### config.mk
export PLATFORM = sky130hd
export DESIGN_NAME = sa_ram_rwsp_rd_arb
export DESIGN_NICKNAME = d
export VERILOG_FILES = /design/src/rtl/sa_ram_arb_pkg.sv /design/src/rtl/sa_rr_arb2.sv /design/src/rtl/sa_ram_rwsp_rd_arb.sv
export SDC_FILE = /design/constraint.sdc
export NUM_CORES = 1
export LEC_CHECK = 0
export BUFFER_PORTS_ARGS = -buffer_cell sky130_fd_sc_hd__buf_2
export CAP_MARGIN = 20
export CORE_AREA = 8 8 407 409
export DETAILED_ROUTE_END_ITERATION = 7
export DIE_AREA = 0 0 415 417
export GPL_TIMING_DRIVEN = 0
export PLACE_DENSITY = 0.3
export SLEW_MARGIN = 15
export SYNTH_ARGS = -nofsm -noshare
export SYNTH_HDL_FRONTEND = slang
export SYNTH_SLANG_ARGS = --single-unit
### constraint.sdc
create_clock -name nvdla_core_clk -period 2.21 [get_ports nvdla_core_clk]
set_input_delay 0.442 -clock nvdla_core_clk [delete_from_list [all_inputs] [get_ports nvdla_core_clk]]
set_output_delay 0.442 -clock nvdla_core_clk [all_outputs]
set_load 0.02 [all_outputs]
### src/rtl/sa_ram_arb_pkg.sv
// Shared definitions for the 80x256 RAM read-arbitration front end.
// Holds the geometry defaults, client-id encoding and the pipeline stage record.
package sa_ram_arb_pkg;

  localparam int unsigned DEPTH = 80;
  localparam int unsigned AW    = 7;
  localparam int unsigned DW    = 256;

  typedef enum logic {
    CLIENT0 = 1'b0,
    CLIENT1 = 1'b1
  } client_e;

  // One read in flight: valid, owning client, out-of-range flag
  typedef struct packed {
    logic    vld;
    client_e own;
    logic    oor;
  } stage_t;

  function automatic logic addr_oor(input logic [AW-1:0] addr);
    return addr >= AW'(DEPTH);
  endfunction

endpackage

### src/rtl/sa_rr_arb2.sv
// Two-way round-robin arbiter.
// Ports: clk/rst_n, en (arbitrate this cycle), req[1:0],
//        gnt_c[1:0] (one-hot grant, combinational), gnt_id_c (granted client).
// The priority pointer moves to the other client only when a grant is issued.
module sa_rr_arb2
  import sa_ram_arb_pkg::*;
(
  input  logic       clk,
  input  logic       rst_n,
  input  logic       en,
  input  logic [1:0] req,
  output logic [1:0] gnt_c,
  output client_e    gnt_id_c
);

  client_e prio_q;
  client_e prio_d;

  // Grant selection and next pointer
  always_comb begin
    gnt_c  = 2'b00;
    prio_d = prio_q;
    if (en) begin
      if (req == 2'b11) begin
        gnt_c = (prio_q == CLIENT1) ? 2'b10 : 2'b01;
      end else begin
        gnt_c = req;
      end
    end
    gnt_id_c = gnt_c[1] ? CLIENT1 : CLIENT0;
    if (gnt_c != 2'b00) begin
      prio_d = gnt_c[1] ? CLIENT0 : CLIENT1;
    end
  end

  always_ff @(posedge clk or negedge rst_n) begin
    if (!rst_n) begin
      prio_q <= CLIENT0;
    end else begin
      prio_q <= prio_d;
    end
  end

endmodule

### src/rtl/sa_ram_rwsp_rd_arb.sv
// Front-end controller for the 80x256 two-port RAM macro.
// Read side: two clients share the read port via round-robin; the 2-stage
// macro read pipeline (re -> address reg, ore -> output reg) is sequenced
// with full backpressure for one read per cycle.
// Write side: single writer passed straight through; out-of-range dropped.
// Ports: rdN_req_* (request), rdN_rsp_* (response), rd_rsp_pd (shared data),
//        wr_req_* (write), ram_* (macro controls), ram_dout (macro output).
module sa_ram_rwsp_rd_arb
  import sa_ram_arb_pkg::*;
(
  input  logic          nvdla_core_clk,
  input  logic          nvdla_core_rstn,
  input  logic          rd0_req_pvld,
  output logic          rd0_req_prdy,
  input  logic [AW-1:0] rd0_req_addr,
  input  logic          rd1_req_pvld,
  output logic          rd1_req_prdy,
  input  logic [AW-1:0] rd1_req_addr,
  output logic          rd0_rsp_pvld,
  input  logic          rd0_rsp_prdy,
  output logic          rd1_rsp_pvld,
  input  logic          rd1_rsp_prdy,
  output logic [DW-1:0] rd_rsp_pd,
  input  logic          wr_req_pvld,
  output logic          wr_req_prdy,
  input  logic [AW-1:0] wr_req_addr,
  input  logic [DW-1:0] wr_req_data,
  output logic          ram_re,
  output logic [AW-1:0] ram_ra,
  output logic          ram_ore,
  output logic          ram_we,
  output logic [AW-1:0] ram_wa,
  output logic [DW-1:0] ram_di,
  input  logic [DW-1:0] ram_dout
);

  stage_t        s1_q, s1_d;
  stage_t        s2_q, s2_d;
  logic          rsp_acc;
  logic          s1_adv;
  logic          s0_go;
  logic [1:0]    gnt;
  client_e       gnt_id;
  logic          gnt_vld;
  logic          gnt_oor;
  logic [AW-1:0] gnt_addr;

  // Stage advance: a stage moves only when the stage after it is free
  always_comb begin
    rsp_acc = s2_q.vld & ((s2_q.own == CLIENT1) ? rd1_rsp_prdy : rd0_rsp_prdy);
    s1_adv  = ~s2_q.vld | rsp_acc;
    s0_go   = ~s1_q.vld | s1_adv;
  end

  sa_rr_arb2 u_arb (
    .clk      (nvdla_core_clk),
    .rst_n    (nvdla_core_rstn),
    .en       (s0_go),
    .req      ({rd1_req_pvld, rd0_req_pvld}),
    .gnt_c    (gnt),
    .gnt_id_c (gnt_id)
  );

  // S0 grant, RAM read controls and next stage contents
  always_comb begin
    gnt_vld  = |gnt;
    gnt_addr = gnt[1] ? rd1_req_addr : rd0_req_addr;
    gnt_oor  = addr_oor(gnt_addr);

    rd0_req_prdy = gnt[0];
    rd1_req_prdy = gnt[1];

    // Out-of-range reads skip the macro access but still occupy a slot
    ram_re  = gnt_vld & ~gnt_oor;
    ram_ra  = gnt_vld ? gnt_addr : '0;
    // Stalled: ore stays low so the macro output register holds the data
    ram_ore = s1_q.vld & s1_adv;

    s1_d = s1_q;
    if (s0_go) begin
      s1_d.vld = gnt_vld;
      s1_d.own = gnt_id;
      s1_d.oor = gnt_vld & gnt_oor;
    end
    s2_d = s1_adv ? s1_q : s2_q;
  end

  always_ff @(posedge nvdla_core_clk or negedge nvdla_core_rstn) begin
    if (!nvdla_core_rstn) begin
      s1_q <= '0;
      s2_q <= '0;
    end else begin
      s1_q <= s1_d;
      s2_q <= s2_d;
    end
  end

  // S2 response routing
  always_comb begin
    rd0_rsp_pvld = s2_q.vld & (s2_q.own == CLIENT0);
    rd1_rsp_pvld = s2_q.vld & (s2_q.own == CLIENT1);
    rd_rsp_pd    = s2_q.oor ? '0 : ram_dout;
  end

  // Write pass-through
  always_comb begin
    wr_req_prdy = 1'b1;
    ram_we      = wr_req_pvld & ~addr_oor(wr_req_addr);
    ram_wa      = wr_req_addr;
    ram_di      = wr_req_data;
  end

endmodule

==> out/results.ini <==
[power_and_ir_drop]
ir_drop_mv=0.327
leakage_uw=0.00570
powerDensity_nw_per_um2=776

[sta]
worst_slack_ps=28.1
rsz0062_at_grt=yes
fin_crit_sh_pct=98.7
final-setup-viol-count=0
skew_ps=5.53
hold_violations=0
drv_slew=0
fmax_ghz=0.458
holdWs_ps=71.2
slew_headroom_pct=65.1
period_minus_slack_ps=2180
worst_slew_pin_slew_ps=524

[logic_synthesis]
syn_area_um2=4260
synth_nets=1158
synth-seq-area-share_pct=4.11
synth_top_area_share_pct=46.5
avgSynthCellArea_um2=6.89
synth_edf_count=0
yosys_register_bits=7
synth_common_cells=264 x buf_4, 239 x nor2b_1, 27 x clkbuf_1, 18 x and2b_1, 10 x a21oi_1
yosys.area.top_type=buf_4
yosys_warnings=0
yosys_most_used_dff=dfrtp_1
synthCells=618
synth-async-reset-ratio_pct=100
yosys.cell_types.count=29
synthMostInstantiatedCell=buf_4
synthTopCellsByArea=buf_4 47%, nor2b_1 35%, dfrtp_1 4.1%

[worst_setup_path]
worst_setup_path_end_kind=output pin
cp.arrival_ps=1740
cp-start-kind=flop
critical_path_buf_inv_count=1
cpPeakStageDelay_ps=420
cp_cell_sequence=mux2i_4 -> a22o_4 -> a311oi_2 -> buf_4
worst_r2r_endpoint=s1_q[0]
reg2reg_depth=3
critical_path_required_ps=1770
cp_slowest_cell=dfrtp_1
crit_type=flop to output pin
critPathMaxFanout=6
cp_top_family=compound AO/OA/AOI/OAI gates
timing.rr.start=s2_q[1]
reg2reg_slack_ps=720

[layout]
synthToLayoutAreaGrowth_pct=168
final_nets=1981
drive_gt1_share_pct=78.8
final_cells=3569

[drt]
firstDrtPassIters=5
drt-vias-per-instance=2.27
drt-wirelength-per-cell_um=33.2
drc=0
drt_first_iter_violations=541
vias=8085
antenna_left=0
routed_wl_um=118000

[floorplan]
ios=1074
dieArea_um2=173000
die_width_um=415
fp-row-count=147
core_area_um2=159000
die_height_um=417
start_util_pct=2.67

[global_route]
grt_max_degree=11
grt_pass1_wl_um=136000
grtUsageTotal_pct=12.8
grt.overflow.total=0
grt_pass1_vias=7783
antenna_found_initial=215

[clock_tree]
cts_buffer_depth=2
cts_num_sinks=7
cts_hold_buf=0
insertion_delay_ps=260
clk_pin_slew_ps=50
htreeDepth=1
cts_tree=yes
cts_root_buffer=clkbuf_16
cts_made_buffers=3

[placed_design]
pre_cts_slack_ps=-518
dp_hpwl_um=115000
dp.cells=3517
numPortBuffers=812
gp_congestion=0.911

[flow_run]
drv_cap=0

[hold_path]
worstHoldPathType=primary input to async pin

[run_status]
status=complete, no violations

-- repair_timing --
item                                   4_1_cts  5_1_grt
pin swaps                                    2        2
cloned                                       0        0
endpoints found under the hold margin        0        0
setup endpoints to repair                  258       91
buffers inserted                             7        0
resized for setup                           61       25
-- how the worst max path moves through the flow --
| stage | from | cells after the start | end | slack (ps) |
|---|---|---|---|---|
| after floorplan | rd0_req_pvld | 3 | ram_re | 330 |
| after global placement | rd0_req_pvld | 5 | ram_ra[0] | -930 |
| after detailed placement | s2_q[0] | 4 | rd_rsp_pd[217] | -520 |
| after CTS | s2_q[1] | 5 | ram_re | -60 |
| after global routing | s2_q[1] | 5 | ram_ra[0] | -50 |
| final | s2_q[1] | 4 | ram_re | 30 |
-- area by class of cell --
type | instances | area, um2
buffer | 294 | 2150
fill | 18976 | 148000
multi-input combinational | 314 | 2060
inverter | 3 | 15.0
timing repair buffer | 818 | 4200
antenna | 43 | 108
clock inverter | 1 | 5.00
clock buffer | 3 | 75.1
sequential | 7 | 176
tap | 2086 | 2610
-- cell families (layout without fill, tap and decap cells) --
group           count (synthesis)  after routing  share of synthesized area, %
mux                             2              2                         0.587
simple gates                  286            286                          42.0
buf+inv                       297           1119                          49.5
flops                           7              7                          4.11
other cells                     1             44                        0.0880
compound gates                 25             25                          3.67
-- power breakdown --
part           switching, uW  internal, uW
combinational           5830          2400
clock                    128           242
sequential              68.2           173
total                   6020          2820
-- flip-flops by register name, summed over array words and instances, names as in the netlist --
register      flops
s2_q              3
u_arb.prio_q      1
s1_q              3
-- per-stage QoR --
stage	setup TNS [ps]	total power, uW	utilization [%]	instance area (um2)
6_report	0	8840	7.16	11400
5_1_grt	-242	9450	7.10	11300
4_1_cts	-191	9170	7.09	11300
3_5_place_dp	-15270	8470	6.88	11000
3_3_place_gp	-17990	8460	6.86	10900
2_1_floorplan	0	4190	-	4260
-- placed cells by master, fill, tap and decap left out, drive strengths merged, types with 2 or more instances in the layout --
cell,n
diode,43
nor2b,239
nand2,3
a21oi,10
inv,2
nand2b,3
nor2,4
buf,1086
clkbuf,29
dfrtp,7
o21ai,9
and2,7
and2b,19
nand3,8
-- metal layers --
metal / global-route usage [%] / vias up / part of all wire (%)
met5: 0 / - / 0.54
met4: 1.15 / 102 / 1.6
met3: 9.02 / 287 / 15
met2: 23.1 / 777 / 49
met1: 12.5 / 3599 / 34
li1: - / 3320 / -
Note: power is estimated with default switching activity, not from simulation.
